**config.mk**
```make
export PLATFORM = sky130hd
export DESIGN_NAME = uart_rx_cfg_flat
export DESIGN_NICKNAME = d
export VERILOG_FILES = /design/src/rtl/uart_rx_cfg_if.sv /design/src/rtl/uart_rx_cfg.sv /design/src/flat_wrapper.sv
export SDC_FILE = /design/constraint.sdc
export NUM_CORES = 1
export LEC_CHECK = 0
export CORE_UTILIZATION = 55
export CTS_BUF_LIST = sky130_fd_sc_hd__clkbuf_4 sky130_fd_sc_hd__clkbuf_8
export CTS_CLUSTER_DIAMETER = 50
export DETAILED_ROUTE_END_ITERATION = 10
export PLACE_DENSITY = 0.77
export SLEW_MARGIN = 0
export SYNTH_ARGS = -nofsm -noshare
export SYNTH_HDL_FRONTEND = slang
export SYNTH_SLANG_ARGS = --single-unit
```
**constraint.sdc**
```tcl
create_clock -name i_CLK -period 1.8 [get_ports i_CLK]
set_input_delay 0.36 -clock i_CLK [delete_from_list [all_inputs] [get_ports i_CLK]]
set_output_delay 0.36 -clock i_CLK [all_outputs]
set_load 0.02 [all_outputs]
```
**src/rtl/uart_rx_cfg_if.sv**
```systemverilog
// Line and consumer-side signals of uart_rx_cfg.
// master = the receiver, slave = the byte-stream consumer (or a bench).
interface uart_rx_cfg_if #(
    parameter int DATA_BITS = 8
);
    logic                 i_RX_SERIAL;
    logic [DATA_BITS-1:0] o_RX_DATA;
    logic                 o_RX_VALID;
    logic                 i_RX_READY;
    logic                 o_PARITY_ERR;
    logic                 o_FRAME_ERR;
    logic                 o_OVERRUN;
    logic                 o_BREAK;

    modport master (
        input  i_RX_SERIAL, i_RX_READY,
        output o_RX_DATA, o_RX_VALID, o_PARITY_ERR, o_FRAME_ERR, o_OVERRUN, o_BREAK
    );

    modport slave (
        output i_RX_SERIAL, i_RX_READY,
        input  o_RX_DATA, o_RX_VALID, o_PARITY_ERR, o_FRAME_ERR, o_OVERRUN, o_BREAK
    );
endinterface

```
**src/rtl/uart_rx_cfg.sv**
```systemverilog
// Configurable-format oversampling UART receiver with majority voting and a valid/ready holding register.
// Define UART_RX_BREAK_EN to detect line breaks (BREAK_WAIT state, o_BREAK) instead of delivering them.
module uart_rx_cfg #(
    parameter int CLK_FREQ   = 25000000,
    parameter int BAUD_RATE  = 115200,
    parameter int OVERSAMPLE = 16,
    parameter int DATA_BITS  = 8,
    parameter int PARITY     = 0,
    parameter int STOP_BITS  = 1
) (
    input  logic           i_CLK,
    input  logic           i_RESET,
    uart_rx_cfg_if.master  bus
);
    localparam int MAX_COUNT = CLK_FREQ / (BAUD_RATE * OVERSAMPLE) - 1;
    localparam int BW        = (MAX_COUNT > 0) ? $clog2(MAX_COUNT + 1) : 1;
    localparam int TW        = $clog2(OVERSAMPLE);
    localparam int M         = OVERSAMPLE / 2;

    localparam logic [BW-1:0] BAUD_MAX = BW'(MAX_COUNT);
    localparam logic [TW-1:0] T_LO     = TW'(M - 1);
    localparam logic [TW-1:0] T_MID    = TW'(M);
    localparam logic [TW-1:0] T_HI     = TW'(M + 1);
    localparam logic [TW-1:0] T_END    = TW'(OVERSAMPLE - 1);
    localparam logic [3:0]    LAST_BIT = 4'(DATA_BITS - 1);
    localparam logic          ODD      = (PARITY == 2);

`ifdef UART_RX_BREAK_EN
    typedef enum logic [2:0] {IDLE, START, DATA, PAR, STOP, BRK_WAIT} state_t;
`else
    typedef enum logic [2:0] {IDLE, START, DATA, PAR, STOP} state_t;
`endif

    state_t               state, state_nxt;
    logic                 rx_meta, rx_sync;
    logic [BW-1:0]        baud_cnt;
    logic                 baud_en;
    logic [TW-1:0]        tick;
    logic                 smp_a, smp_b, maj, decide;
    logic [3:0]           bit_idx;
    logic                 stop_idx, last_stop;
    logic [DATA_BITS-1:0] shreg;
    logic                 par_acc, pe, fe;
    logic                 complete;
    logic [DATA_BITS-1:0] data_q;
    logic                 valid_q, perr_q, ferr_q, ovr_q;
`ifdef UART_RX_BREAK_EN
    logic                 zero_run;
    logic [TW-1:0]        hi_cnt;
`endif

    assign baud_en   = (baud_cnt == BAUD_MAX);
    assign decide    = baud_en && (tick == T_HI);
    assign maj       = (smp_a & smp_b) | (smp_a & rx_sync) | (smp_b & rx_sync);
    assign last_stop = (STOP_BITS == 1) ? 1'b1 : stop_idx;

    always_ff @(posedge i_CLK) begin
        if (i_RESET) state <= IDLE;
        else         state <= state_nxt;
    end

    always_comb begin
        state_nxt = state;
        complete  = 1'b0;
        case (state)
            IDLE:  if (baud_en && !rx_sync) state_nxt = START;
            START: if (decide) state_nxt = maj ? IDLE : DATA;
            DATA:  if (decide && bit_idx == LAST_BIT) state_nxt = (PARITY != 0) ? PAR : STOP;
            PAR:   if (decide) state_nxt = STOP;
            STOP: begin
                if (decide) begin
`ifdef UART_RX_BREAK_EN
                    // all-zero data/parity plus a zero first stop bit is a break, not a word
                    if (!stop_idx && !maj && zero_run) begin
                        state_nxt = BRK_WAIT;
                    end else if (last_stop) begin
                        complete  = 1'b1;
                        state_nxt = IDLE;
                    end
`else
                    if (last_stop) begin
                        complete  = 1'b1;
                        state_nxt = IDLE;
                    end
`endif
                end
            end
`ifdef UART_RX_BREAK_EN
            BRK_WAIT: if (baud_en && rx_sync && hi_cnt == T_LO) state_nxt = IDLE;
`endif
            default: state_nxt = IDLE;
        endcase
    end

    always_ff @(posedge i_CLK) begin
        if (i_RESET) begin
            rx_meta  <= 1'b1;
            rx_sync  <= 1'b1;
            baud_cnt <= '0;
            tick     <= '0;
            smp_a    <= 1'b1;
            smp_b    <= 1'b1;
            bit_idx  <= '0;
            stop_idx <= 1'b0;
            shreg    <= '0;
            par_acc  <= 1'b0;
            pe       <= 1'b0;
            fe       <= 1'b0;
            data_q   <= '0;
            valid_q  <= 1'b0;
            perr_q   <= 1'b0;
            ferr_q   <= 1'b0;
            ovr_q    <= 1'b0;
`ifdef UART_RX_BREAK_EN
            zero_run <= 1'b1;
            hi_cnt   <= '0;
`endif
        end else begin
            rx_meta  <= bus.i_RX_SERIAL;
            rx_sync  <= rx_meta;
            baud_cnt <= baud_en ? '0 : baud_cnt + 1'b1;

            if (state == IDLE) begin
                tick     <= '0;
                bit_idx  <= '0;
                stop_idx <= 1'b0;
                par_acc  <= 1'b0;
                pe       <= 1'b0;
                fe       <= 1'b0;
`ifdef UART_RX_BREAK_EN
                zero_run <= 1'b1;
`endif
            end else if (baud_en) begin
                tick <= (tick == T_END) ? '0 : tick + 1'b1;
                if (tick == T_LO)  smp_a <= rx_sync;
                if (tick == T_MID) smp_b <= rx_sync;
            end

            if (decide) begin
                case (state)
                    DATA: begin
                        shreg   <= {maj, shreg[DATA_BITS-1:1]};
                        par_acc <= par_acc ^ maj;
                        bit_idx <= bit_idx + 1'b1;
`ifdef UART_RX_BREAK_EN
                        zero_run <= zero_run & ~maj;
`endif
                    end
                    PAR: begin
                        pe <= ((par_acc ^ maj) != ODD);
`ifdef UART_RX_BREAK_EN
                        zero_run <= zero_run & ~maj;
`endif
                    end
                    STOP: begin
                        fe       <= fe | ~maj;
                        stop_idx <= 1'b1;
                    end
                    default: ;
                endcase
            end

`ifdef UART_RX_BREAK_EN
            if (state != BRK_WAIT) hi_cnt <= '0;
            else if (baud_en)      hi_cnt <= rx_sync ? hi_cnt + 1'b1 : '0;
`endif

            // the consumer may free the register in the very cycle a word completes
            if (complete) begin
                if (!valid_q || bus.i_RX_READY) begin
                    data_q  <= shreg;
                    perr_q  <= pe;
                    ferr_q  <= fe | ~maj;
                    valid_q <= 1'b1;
                    if (valid_q) ovr_q <= 1'b0;
                end else begin
                    ovr_q <= 1'b1;
                end
            end else if (valid_q && bus.i_RX_READY) begin
                valid_q <= 1'b0;
                ovr_q   <= 1'b0;
            end
        end
    end

    assign bus.o_RX_DATA    = data_q;
    assign bus.o_RX_VALID   = valid_q;
    assign bus.o_PARITY_ERR = perr_q;
    assign bus.o_FRAME_ERR  = ferr_q;
    assign bus.o_OVERRUN    = ovr_q;
`ifdef UART_RX_BREAK_EN
    assign bus.o_BREAK      = (state == BRK_WAIT);
`else
    assign bus.o_BREAK      = 1'b0;
`endif

endmodule

```
**src/flat_wrapper.sv**
```systemverilog
// flat-port wrapper written by rule: the top's interface ports become plain ports
module uart_rx_cfg_flat 
#(
    parameter int CLK_FREQ   = 25000000,
    parameter int BAUD_RATE  = 115200,
    parameter int OVERSAMPLE = 16,
    parameter int DATA_BITS  = 8,
    parameter int PARITY     = 0,
    parameter int STOP_BITS  = 1
)
  (i_CLK, i_RESET, bus_i_RX_SERIAL, bus_i_RX_READY, bus_o_RX_DATA, bus_o_RX_VALID, bus_o_PARITY_ERR, bus_o_FRAME_ERR, bus_o_OVERRUN, bus_o_BREAK);
  uart_rx_cfg_if #(.DATA_BITS(DATA_BITS)) bus_i ();
  input  logic i_CLK;
  input  logic i_RESET;
  input wire logic [$bits(bus_i.i_RX_SERIAL)-1:0] bus_i_RX_SERIAL;
  input wire logic [$bits(bus_i.i_RX_READY)-1:0] bus_i_RX_READY;
  output wire logic [$bits(bus_i.o_RX_DATA)-1:0] bus_o_RX_DATA;
  output wire logic [$bits(bus_i.o_RX_VALID)-1:0] bus_o_RX_VALID;
  output wire logic [$bits(bus_i.o_PARITY_ERR)-1:0] bus_o_PARITY_ERR;
  output wire logic [$bits(bus_i.o_FRAME_ERR)-1:0] bus_o_FRAME_ERR;
  output wire logic [$bits(bus_i.o_OVERRUN)-1:0] bus_o_OVERRUN;
  output wire logic [$bits(bus_i.o_BREAK)-1:0] bus_o_BREAK;
  assign bus_i.i_RX_SERIAL = bus_i_RX_SERIAL;
  assign bus_i.i_RX_READY = bus_i_RX_READY;
  assign bus_o_RX_DATA = bus_i.o_RX_DATA;
  assign bus_o_RX_VALID = bus_i.o_RX_VALID;
  assign bus_o_PARITY_ERR = bus_i.o_PARITY_ERR;
  assign bus_o_FRAME_ERR = bus_i.o_FRAME_ERR;
  assign bus_o_OVERRUN = bus_i.o_OVERRUN;
  assign bus_o_BREAK = bus_i.o_BREAK;
  uart_rx_cfg #(.CLK_FREQ(CLK_FREQ), .BAUD_RATE(BAUD_RATE), .OVERSAMPLE(OVERSAMPLE), .DATA_BITS(DATA_BITS), .PARITY(PARITY), .STOP_BITS(STOP_BITS)) u_core (.i_CLK(i_CLK), .i_RESET(i_RESET), .bus(bus_i));
endmodule
```
; Word level (Yosys, flattened, before mapping)
; Cells that the tools add are included.
[classes]
n_addsub = 3
eq_ne = 17
n_mux = 28
bitwise = 9
reduce_logical = 18
[op_table]
columns = op, n
row1 = $mux 1, 17
row2 = $eq 4x4->1 const B, 4
row3 = $mux 4, 4
row4 = $mux 3, 5
row5 = $pmux 3 s5, 1
row6 = $add 4x1->4 const B, 3
row7 = $ne 2x1->1 const B, 5
row8 = $eq 4x3->1 const B, 2
row9 = $reduce_and 2->1, 4
row10 = $eq 3x2->1 const B, 2
row11 = $reduce_and 3->1, 2
row12 = $reduce_and 5->1, 1
row13 = $logic_and 1x1->1, 4
row14 = $reduce_or 2->1, 2
row15 = $and 1x1->1, 3
row16 = $eq 3x1->1 const B, 1
row17 = $eq 3x3->1 const B, 1
row18 = $logic_not 3->1, 1
row19 = $ne 3x3->1 const B, 1
row20 = $or 1x1->1, 3
row21 = $logic_not 1->1, 2
row22 = $mux 2, 1
row23 = $ne 2x2->1 const B, 1
row24 = $not 1->1, 2
row25 = 3 further kinds, 3
[totals]
ff_bits = 42
inputBits = 4
output_inout_bits = 13
elab_cells = 92

; Depth between registers and ports, before layout
; Gate-level depths: netlist (run 1).
[logic_depth]
depth_word = 7
mapped_depth = 7
ltp_nobuf = 6

; Worst setup path after synthesis (run 1)
; Ideal clock, no wire load.
[synth_path]
path_type = reg2reg
startpoint = register u_core.baud_cnt[0]
endpoint = register u_core.data_q[0] (netlist: u_core.bus.o_RX_DATA[0])
setup_ns = 0.128
arrival_ns = 1.517
required_time_ns = 1.672
slack_ns = 0.156
stages_incl_launch_ff = 8
n_path_buf = 1
period_less_slack_ns = 1.644
path_cell_list = dfxtp_1 inv_1 ha_1 nand3_2 nor4_4 buf_6 mux2i_1 nor2_1
[synth_between]
elab_chain_cells = 5
[synth_lines]
columns = element, line_no
row1 = start: declaration, uart_rx_cfg.sv:36  ; logic [BW-1:0] baud_cnt;
row2 = start signal: assignment, uart_rx_cfg.sv:121  ; baud_cnt <= baud_en ? '0 : baud_cnt + 1'b1;
row3 = $eq 4x4->1, uart_rx_cfg.sv:52  ; assign baud_en = (baud_cnt == BAUD_MAX);
row4 = $logic_and 1x1->1, uart_rx_cfg.sv:53  ; assign decide = baud_en && (tick == T_HI);
row5 = $mux 1, uart_rx_cfg.sv:71  ; if (decide) begin
row6 = $mux 1, uart_rx_cfg.sv:65  ; case (state)
row7 = $reduce_and 2->1 (no line), n/a
row8 = end signal: assignment, uart_rx_cfg.sv:171  ; data_q <= shreg;
row9 = end: declaration, uart_rx_cfg.sv:45  ; logic [DATA_BITS-1:0] data_q;
; No other way between the ends.
; A chain may end at the register's enable or synchronous reset.

; Worst setup path after layout (run 1)
[layout_path]
startpoint = register u_core.valid_q (netlist: u_core.bus.o_RX_VALID)
endpoint = output bus_o_RX_VALID
[layout_rtl]
columns = element, line_no
row1 = start: declaration, uart_rx_cfg.sv:46  ; logic valid_q, perr_q, ferr_q, ovr_q;
row2 = start signal: assignment, uart_rx_cfg.sv:110  ; valid_q <= 1'b0;
row3 = start signal: assignment, uart_rx_cfg.sv:174  ; valid_q <= 1'b1;
row4 = start signal: assignment, uart_rx_cfg.sv:180  ; valid_q <= 1'b0;
row5 = end: declaration, flat_wrapper.sv:18  ; output wire logic [$bits(bus_i.o_RX_VALID)-1:0] bus_o_RX_VALID;
; No word-level cell between the ends.

==> results of run 1 <==
==> power groups by stage <==
stage          sequential [µW]  clock [µW]  combinational, µW
2_1_floorplan              963           0               40.3
3_3_place_gp               965           0               52.2
3_5_place_dp               967           0               54.7
4_1_cts                    946         482               55.0
5_1_grt                    948         520               62.4
6_report                   946         469               55.9
==> state kept, by name, indices dropped and copies added (netlist names) <==
signal and count:
u_core.bus.o_RX_DATA 8, u_core.shreg 8, u_core.baud_cnt 4, u_core.bit_idx 4, u_core.tick 4, u_core.state 3
u_core.bus.o_FRAME_ERR 1, u_core.bus.o_OVERRUN 1, u_core.bus.o_PARITY_ERR 1, u_core.bus.o_RX_VALID 1, u_core.fe 1, u_core.par_acc 1
u_core.pe 1, u_core.rx_meta 1, u_core.rx_sync 1, u_core.smp_a 1, u_core.smp_b 1
==> per-layer routing <==
| layer | up-vias | part of all wire (%) | GRT usage [%] |
|---|---|---|---|
| met5 | - | 0 | 0 |
| met4 | 0 | 1.5 | 8.89 |
| met3 | 6 | 3.5 | 5.25 |
| met2 | 29 | 50 | 39.8 |
| met1 | 754 | 45 | 26.9 |
| li1 | 782 | - | - |
==> cells in the mapped netlist (all sizes together), types with 4 or more instances <==
cell    count  area [µm²]
a211oi      7        57.6
a21oi      13        65.1
buf         7        55.1
clkbuf      7        26.3
dfxtp      42         841
ha          6        75.1
inv         6        22.5
mux2i      19         190
nand2       8        30.0
nand3       4        25.0
nor2       28         108
nor3        5        25.0
o21ai       7        35.0
==> worst reg2reg max path: cells and delay by family (launching register included) <==
kind,cells,cell delay (ps)
flip-flops,1,360
adder cells (fa/ha/maj),1,230
buffers and inverters,2,260
multiplexers,1,210
AND/OR/NAND/NOR,3,550
==> stage by stage <==
step                hold slack (ps)  worst slack (ps)  TNS, ps  power [µW]
global route                    441             -7.83    -9.41        1530
finish                          420              87.8        0        1470
floorplan                       389               156        0        1000
global placement                394              23.2        0        1020
detailed placement              402             -27.7    -72.0        1020
CTS                             426              36.3        0        1480
==> worst max path at each step <==
stage                                   end                  start  cells past startpoint  slack (ps)
floorplan           u_core.bus.o_RX_DATA[0]     u_core.baud_cnt[0]                      7         160
global placement    u_core.bus.o_RX_DATA[5]         bus_i_RX_READY                      6          20
detailed placement  u_core.bus.o_RX_DATA[0]         bus_i_RX_READY                      6         -30
CTS                       u_core.bit_idx[0]     u_core.baud_cnt[1]                      6          40
global route        u_core.bus.o_RX_DATA[7]     u_core.baud_cnt[1]                      7          -8
finish                       bus_o_RX_VALID  u_core.bus.o_RX_VALID                      1          90
==> layout make-up <==
class / instances / area share (%)
Sequential cell: 42 / 37.2
Timing Repair Buffer: 30 / 12.1
Clock inverter: 3 / 0.939
Multi-Input combinational cell: 144 / 44.6
Tap cell: 46 / 2.54
Clock buffer: 5 / 1.66
Inverter: 6 / 0.994
==> repair_timing <==
| action | in CTS | in global routing |
|---|---|---|
| endpoints found under the setup margin | 5 | 22 |
| resized for setup | 1 | 6 |
| gates cloned | 0 | 0 |
| pin swaps | 0 | 1 |
| setup buffers | 0 | 1 |
==> cell families (layout without fill, tap and decap cells) <==
logic type      count (synthesis)  in the layout
compound gates                 42             42
fa+ha+maj                       7              7
other cells                     1              1
buf+inv                        20             44
simple gates                   72             72
flops                          42             42
xor+xnor                        3              3
mux                            19             19
==> impl_results.md, run 1 <==
- Chip height: 61.3 µm
- Synth Area in XOR/XNOR: 1.36%
- Logic pwr share: 3.8%
- Crit-path cells: clkdlybuf4s50_1
- Buf/Inv on CP: 1
- Global-route wire length before repair: 6230 µm
- P per Cell Area: 649 nW/µm²
- Sequential share of the synthesized area: 43.4%
- Residual DRC: 0
- Top Family by Delay on Critical Path: buffers and inverters
- Flop pwr share: 64.3%
- Row cnt: 21
- FFs w/ async S/R, synth: 0%
- I/O pin count: 17
- RD Place Congestion: 0.860
- Synth cell types: 50
- Clk slew on worst S/H paths: 130 ps
- Commonest register cell after synthesis: dfxtp_1
- Drt wl/cell: 14.4 µm
- Post-synthesis simple-gate area fraction: 20.9%
- Main combinational cell family by area after synthesis: simple AND/OR/NAND/NOR gates
- Net Sw Frac: 24.2%
- Hold Fails Final Rpt: 0
- Crit Path Max Fanout: 4
- Fillers: 296
- Multi-input gate area: 1010 µm²
- Post-CTS Hold Buffers: 0
- Commonest cells after routing, fill and taps aside: dfxtp_1, nor2_1, mux2i_1
- DR vias/cell: 5.69
- Netlist Area Pre-Place: 1940 µm²
- Routed via count: 1571
- R2R depth: 7
- Tmin final: 1710 ps
- Area grow syn2layout: 17.0%
- Vias in the first global route: 1390
- Max cap viols: 0
- Register bit total from synthesis: 42
- Grt ovf: 0
- Layout cells sized above 1: 17.8%
- Total Routing Usage GR: 22.7%
- Clk sinks: 42
- Post-Layout Inst Area: 2270 µm²
- Min-Delay Path Class: reg -> reg
- Placed instance count: 267
- Worst-skew pair later-pin latency: 360 ps
- DRT iter0 DRCs: 67
- CTS Buffer Depth: 2
- Internal power: 1120 µW
- Total CTS buffers: 5
- Switching pwr: 356 µW
- YS warnings: 0
- Core ar.: 3360 µm²
- Fin nets: 239
- Number of H-tree levels: 2
- Leak: 0.000850 µW
- Initial antenna violation count: 0
- WHS Endpoint: u_core.rx_sync
- Syn Inst Count: 206
- Multiplexer share of the synthesized area: 9.82%
- Highest-delay cell along the critical path: clkdlybuf4s50_1
- Synth Area in Compound Gates: 14.6%
- Arrival time at the worst endpoint: 1350 ps
- Synthesized Nets: 216
- Outcome: completed
- Clock group share of total power: 31.9%
- Hpwl dp: 2850 µm
- Pre-Repair DR Iteration Count: 4
- Post-synth EDFFs: 0
- Non-Filler Instances: 276
- Die ar.: 3760 µm²
- Fmax: 584 MHz
- Leading cell type in the layout, fill and taps excluded: dfxtp_1
- Max-slew violations: 0
- Worst EP required: 1440 ps
- Syn_area_per_cell: 9.40 µm²
- Port bufs: 15
- Fin crit share: 95.1%
- Hold path depth: 1
- ANT cells: 0
- Die width: 61.3 µm
- Worst ir drop on vdd: 0.000535 V
- Hold Path Origin: u_core.rx_meta
- Critical setup path kind: reg -> out
- Final Setup Violations: 0
- Critical Path Start Type: flip-flop
- Post-Synth Adder-Cell Area: 4.39%
- Worst R2R Start: u_core.baud_cnt[1]
- RSZ-0062 raised after global routing: yes
- Layout Utilization: 67.4%
- TritonCTS clock tree: built
- Crit path largest cell delay: 610 ps
- Reg2reg end: u_core.bus.o_RX_DATA[0]
- Clock skew: 8.80 ps
- Setup crit end kind: output pin
- Storage element area: 842 µm²
- Starting Density: 57.6%
- Clk root buf: clkbuf_4
- Drt total wl: 3960 µm
- Placed Area: 2180 µm²
- Routed Antenna Nets: 0
- Largest net degree at the start of global routing: 21
- R2r setup slk: 110 ps
(Power assumes the default switching activity.)
==> run 2, diff against run 1 <==
--- a/config.mk
+++ b/config.mk
@@ -5,11 +5,12 @@
 export SDC_FILE = /design/constraint.sdc
 export NUM_CORES = 1
 export LEC_CHECK = 0
-export CORE_UTILIZATION = 55
+export CORE_UTILIZATION = 59
 export CTS_BUF_LIST = sky130_fd_sc_hd__clkbuf_4 sky130_fd_sc_hd__clkbuf_8
 export CTS_CLUSTER_DIAMETER = 50
+export CTS_CLUSTER_SIZE = 14
 export DETAILED_ROUTE_END_ITERATION = 10
-export PLACE_DENSITY = 0.77
+export PLACE_DENSITY = 0.81
 export SLEW_MARGIN = 0
 export SYNTH_ARGS = -nofsm -noshare
 export SYNTH_HDL_FRONTEND = slang
==> run 2 against run 1 <==
Via count increased by 3.5%. Register-to-register slack got worse by 110 ps. Sequential power about the same. Hold slack improved by 9.1 ps. Non-clock buffer count increased by 6. Cell area increased by 4.4%. Critical endpoint is now u_core.bus.o_RX_DATA[1].
==> impl_results.md, run 2 (synthesis results as in run 1) <==
- Outcome: completed
- Min-Delay Path Class: reg -> reg
- Crit Path Max Fanout: 6
- Post-CTS Hold Buffers: 0
- ANT cells: 0
- Hold Path Origin: u_core.rx_meta
- Leak: 0.000899 µW
- Critical Path Start Type: flip-flop
- M2 GR Usage: 42.4%
- Grt ovf: 0
- Port bufs: 15
- Number of H-tree levels: 2
- Layout cells sized above 1: 19.9%
- Drt wl/cell: 14.6 µm
- Largest net degree at the start of global routing: 20
- CP endpoint: u_core.bus.o_RX_DATA[1]
- Critical setup path kind: reg -> reg
- Tmin final: 1800 ps
- Final worst slack: 0.0400 ps
- Total CTS buffers: 5
- Fin crit share: 100%
- Multi-input gate area: 1020 µm²
- Met1 usage: 28.7%
- Fin nets: 245
- Clock skew: 5.54 ps
- I/O pin count: 17
- Worst R2R Start: u_core.tick[1]
- Hpwl dp: 2800 µm
- Crit-path cells: inv_2 -> ha_2 -> nand3b_1 -> nor4_4 -> buf_4 -> buf_12 -> mux2i_1 -> nor2_1
- Pre-Repair DR Iteration Count: 6
- Post-Layout Inst Area: 2370 µm²
- Commonest cells after routing, fill and taps aside: dfxtp_1, nor2_1, buf_4
- Max cap viols: 0
- Vias in the first global route: 1453
- CP Depth: 8
- RSZ-0062 raised after global routing: yes
- Die ar.: 3520 µm²
- Leading cell type in the layout, fill and taps excluded: dfxtp_1
- Final Setup Violations: 0
- Clk slew on worst S/H paths: 120 ps
- Crit path largest cell delay: 380 ps
- Die width: 59.3 µm
- Layout Utilization: 76.9%
- R2r setup slk: 0.04 ps
- Total Routing Usage GR: 24.2%
- CTS Buffer Depth: 2
- Setup crit end kind: flip-flop
- Row cnt: 20
- DR vias/cell: 5.81
- Initial antenna violation count: 0
- Global-route wire length before repair: 6300 µm
- Pre-CTS WS: -73.9 ps
- Starting Density: 62.9%
- Worst ir drop on vdd: 0.000615 V
- Highest-delay cell along the critical path: dfxtp_4
- Reg2reg end: u_core.bus.o_RX_DATA[1]
- Setup crit start: u_core.tick[1]
- Core ar.: 3080 µm²
- Worst EP required: 2050 ps
- Gr busiest metal: met2
- Hold Fails Final Rpt: 0
- Chip height: 59.3 µm
- Residual DRC: 0
- Max-slew violations: 0
- TritonCTS clock tree: built
- Arrival time at the worst endpoint: 2050 ps
- Routed via count: 1626
- Worst-skew pair later-pin latency: 350 ps
- Area grow syn2layout: 22.2%
- Clk sinks: 42
- Drt total wl: 4080 µm
- Fmax: 556 MHz
- Clk root buf: clkbuf_4
- Placed Area: 2170 µm²
- RD Place Congestion: 0.823
- Routed Antenna Nets: 0
- Fillers: 221
- Top Family by Delay on Critical Path: simple AND/OR/NAND/NOR gates
- Storage element area: 848 µm²
- Global Route met3 Usage: 4.59%
- Buf/Inv on CP: 3
- R2R depth: 8
- Setup TNS: 0 ps
- P per Cell Area: 684 nW/µm²
- DRT iter0 DRCs: 77
-- run 2: what timing repair did --
| action | 4_1_cts | 5_1_grt |
|---|---|---|
| gates resized for setup | 0 | 10 |
| setup buffers | 2 | 5 |
| endpoints found under the setup margin | 2 | 14 |
| gates cloned | 0 | 1 |
| pin swaps | 0 | 2 |
-- run 2: metrics by stage --
step	power, µW	hold WS, ps	cells
2_1_floorplan	1000	389	206
3_3_place_gp	1020	392	264
3_5_place_dp	1020	403	264
4_1_cts	1620	432	274
5_1_grt	1670	438	280
6_report	1620	430	280
-- run 2: area by class of cell --
| type | count | area share [%] |
|---|---|---|
| tap | 44 | 2.33 |
| clock buffer | 6 | 1.90 |
| multi-input combinational | 144 | 43.1 |
| timing repair buffer | 36 | 14.3 |
| inverter | 6 | 0.952 |
| clock inverter | 2 | 1.59 |
| sequential | 42 | 35.9 |
-- run 2: report_power, final --
group	internal, µW	switching, µW	leakage, µW	total, µW
combinational	25.7	30.1	0.000516	55.8
clock	308	310	0.0000419	619
sequential	934	8.91	0.000341	943
-- run 2: worst min path at each step --
| stage | endpoint | slack (ps) | depth (start not counted) |
|---|---|---|---|
| 2_1_floorplan | u_core.rx_sync | 390 | 1 |
| 3_3_place_gp | u_core.rx_sync | 390 | 1 |
| 3_5_place_dp | u_core.rx_sync | 400 | 1 |
| 4_1_cts | u_core.rx_sync | 430 | 1 |
| 5_1_grt | u_core.rx_sync | 440 | 1 |
| 6_report | u_core.rx_sync | 430 | 1 |
-- run 2: routing by layer --
| layer | vias to the layer above | part of all wire (%) |
|---|---|---|
| li1 | 791 | - |
| met1 | 778 | 44 |
| met2 | 48 | 50 |
| met3 | 9 | 5.0 |
| met4 | 0 | 1.4 |
| met5 | - | 0 |
==> run 3, diff against run 2 <==
--- a/config.mk
+++ b/config.mk
@@ -5,12 +5,12 @@
 export SDC_FILE = /design/constraint.sdc
 export NUM_CORES = 1
 export LEC_CHECK = 0
-export CORE_UTILIZATION = 59
+export CORE_UTILIZATION = 50
 export CTS_BUF_LIST = sky130_fd_sc_hd__clkbuf_4 sky130_fd_sc_hd__clkbuf_8
 export CTS_CLUSTER_DIAMETER = 50
 export CTS_CLUSTER_SIZE = 14
 export DETAILED_ROUTE_END_ITERATION = 10
-export PLACE_DENSITY = 0.81
+export PLACE_DENSITY = 0.71
 export SLEW_MARGIN = 0
 export SYNTH_ARGS = -nofsm -noshare
 export SYNTH_HDL_FRONTEND = slang
==> run 3 against run 2 <==
Core utilization decreased by 14 points. Global-route usage decreased by 2.8 points. Register-to-register slack improved by 120 ps. Sequential share of layout area increased by 0.31 points. Largest power group unchanged. Highest routed layer unchanged. Critical path depth decreased by 1. Maximum frequency increased by 7.2%. Non-clock buffer count decreased by 6. Die area increased by 17%.
==> impl_results.md, run 3 (synthesis results as in run 1) <==
- Fin crit share: 93.3%
- Total CTS buffers: 5
- Setup crit end kind: flip-flop
- Hold Fails Final Rpt: 0
- P per Cell Area: 752 nW/µm²
- Drt wl/cell: 13.8 µm
- Worst ir drop on vdd: 0.000549 V
- CTS Buffer Depth: 2
- Min-Delay Path Class: reg -> reg
- Residual DRC: 0
- Max-slew violations: 0
- Port bufs: 15
- Setup TNS: 0 ps
- RSZ-0062 raised after global routing: no
- Pre-Repair DR Iteration Count: 4
- Critical setup path kind: reg -> reg
- Global-route wire length before repair: 6650 µm
- Crit Path Max Fanout: 11
- Final Setup Violations: 0
- Fin nets: 239
- Arrival time at the worst endpoint: 1870 ps
- Hold Path Origin: u_core.rx_meta
- Grt ovf: 0
- Largest net degree at the start of global routing: 26
- Highest metal used: met4
- Clk sinks: 42
- Starting Density: 52.5%
- Clk root buf: clkbuf_8
- Leading cell type in the layout, fill and taps excluded: dfxtp_1
- RD Place Congestion: 0.819
- DRT met1 WL: 1770 µm
- Max cap viols: 0
- Routed via count: 1529
- Die ar.: 4130 µm²
- Crit path largest cell delay: 340 ps
- Post-CTS Hold Buffers: 0
- Met3 routed wirelength: 141 µm
- Clk slew on worst S/H paths: 80 ps
- Setup crit start: u_core.baud_cnt[1]
- Layout cells sized above 1: 16.1%
- Critical Path Start Type: flip-flop
- Leak: 0.000865 µW
- Vias in the first global route: 1490
- Tmin final: 1680 ps
- Die width: 64.2 µm
- Number of H-tree levels: 2
- Total Routing Usage GR: 21.4%
- DR vias/cell: 5.50
- Clock skew: 7.49 ps
- Initial antenna violation count: 0
- I/O pin count: 17
- Area grow syn2layout: 20.0%
- Chip height: 64.2 µm
- ANT cells: 0
- Hpwl dp: 2840 µm
- Crit-path cells: inv_1 -> ha_2 -> nand3_2 -> nor4_4 -> buf_12 -> mux2i_1 -> nor2_1
- TritonCTS clock tree: built
- Worst-skew pair later-pin latency: 300 ps
- Core ar.: 3690 µm²
- Worst EP required: 1990 ps
- Outcome: completed
- Drt total wl: 3850 µm
- Routed Antenna Nets: 0
- Commonest cells after routing, fill and taps aside: dfxtp_1, nor2_1, mux2i_1
- Buf/Inv on CP: 2
- Row cnt: 22
- Fmax: 596 MHz
- DRT iter0 DRCs: 66
- Top Family by Delay on Critical Path: simple AND/OR/NAND/NOR gates
- WL met2: 1860 µm
- WHS: 418 ps
- Worst R2R Start: u_core.baud_cnt[1]
- Highest-delay cell along the critical path: dfxtp_1
run 3: final cells by class:
class	count	area, µm²
tap	48	60.1
clock buffer	5	68.8
sequential	42	841
timing repair buffer	30	288
multi-input combinational	144	1000
fill	326	1360
clock inverter	3	43.8
inverter	6	22.5
run 3: metal layers:
| metal | vias to the layer above | GRT usage (%) |
|---|---|---|
| met1 | 718 | 25.1 |
| met2 | 29 | 35.4 |
| met5 | - | 0 |
| li1 | 778 | - |
| met3 | 4 | 6.43 |
| met4 | 0 | 10.3 |
run 3: path summary, 6_finish.rpt:
kind	end	cells after the start	slack (ps)
setup reg to reg	u_core.bus.o_RX_DATA[1]	7	120
setup / recovery	u_core.bus.o_RX_DATA[1]	7	120
hold reg to reg	u_core.rx_sync	1	420
hold / removal	u_core.rx_sync	1	420
run 3: metrics by stage:
stage                     worst slack (ps)  util [%]  power, µW  cell area (µm²)  instances
final                                  121      63.0       1750             2320        278
after detailed placement             -21.1      59.5       1030             2200        269
after CTS                             47.9      62.6       1770             2310        277
after global placement                28.1      59.5       1020             2200        269
after floorplan                        156         -       1000             1940        206
after global routing                  3.45      63.0       1820             2320        278
run 3: worst register-to-register path, cell delays in order, from the launching register on:
cell and delay, ps:
dfxtp_1 340, inv_1 70, ha_2 220, nand3_2 160
nor4_4 340, buf_12 190, mux2i_1 220, nor2_1 60
run 3: where the power goes:
part / internal [µW] / leakage (µW) / switching [µW] / total (µW)
sequential: 936 / 0.000339 / 8.16 / 944
clock: 415 / 0.0000585 / 328 / 743
combinational: 29.2 / 0.000467 / 30.9 / 60.1
run 3: timing repair:
action                                  4_1_cts  5_1_grt
endpoints found under the setup margin        0       19
resized for setup                             0        3
setup buffers                                 0        1
hold endpoints to repair                      0        0
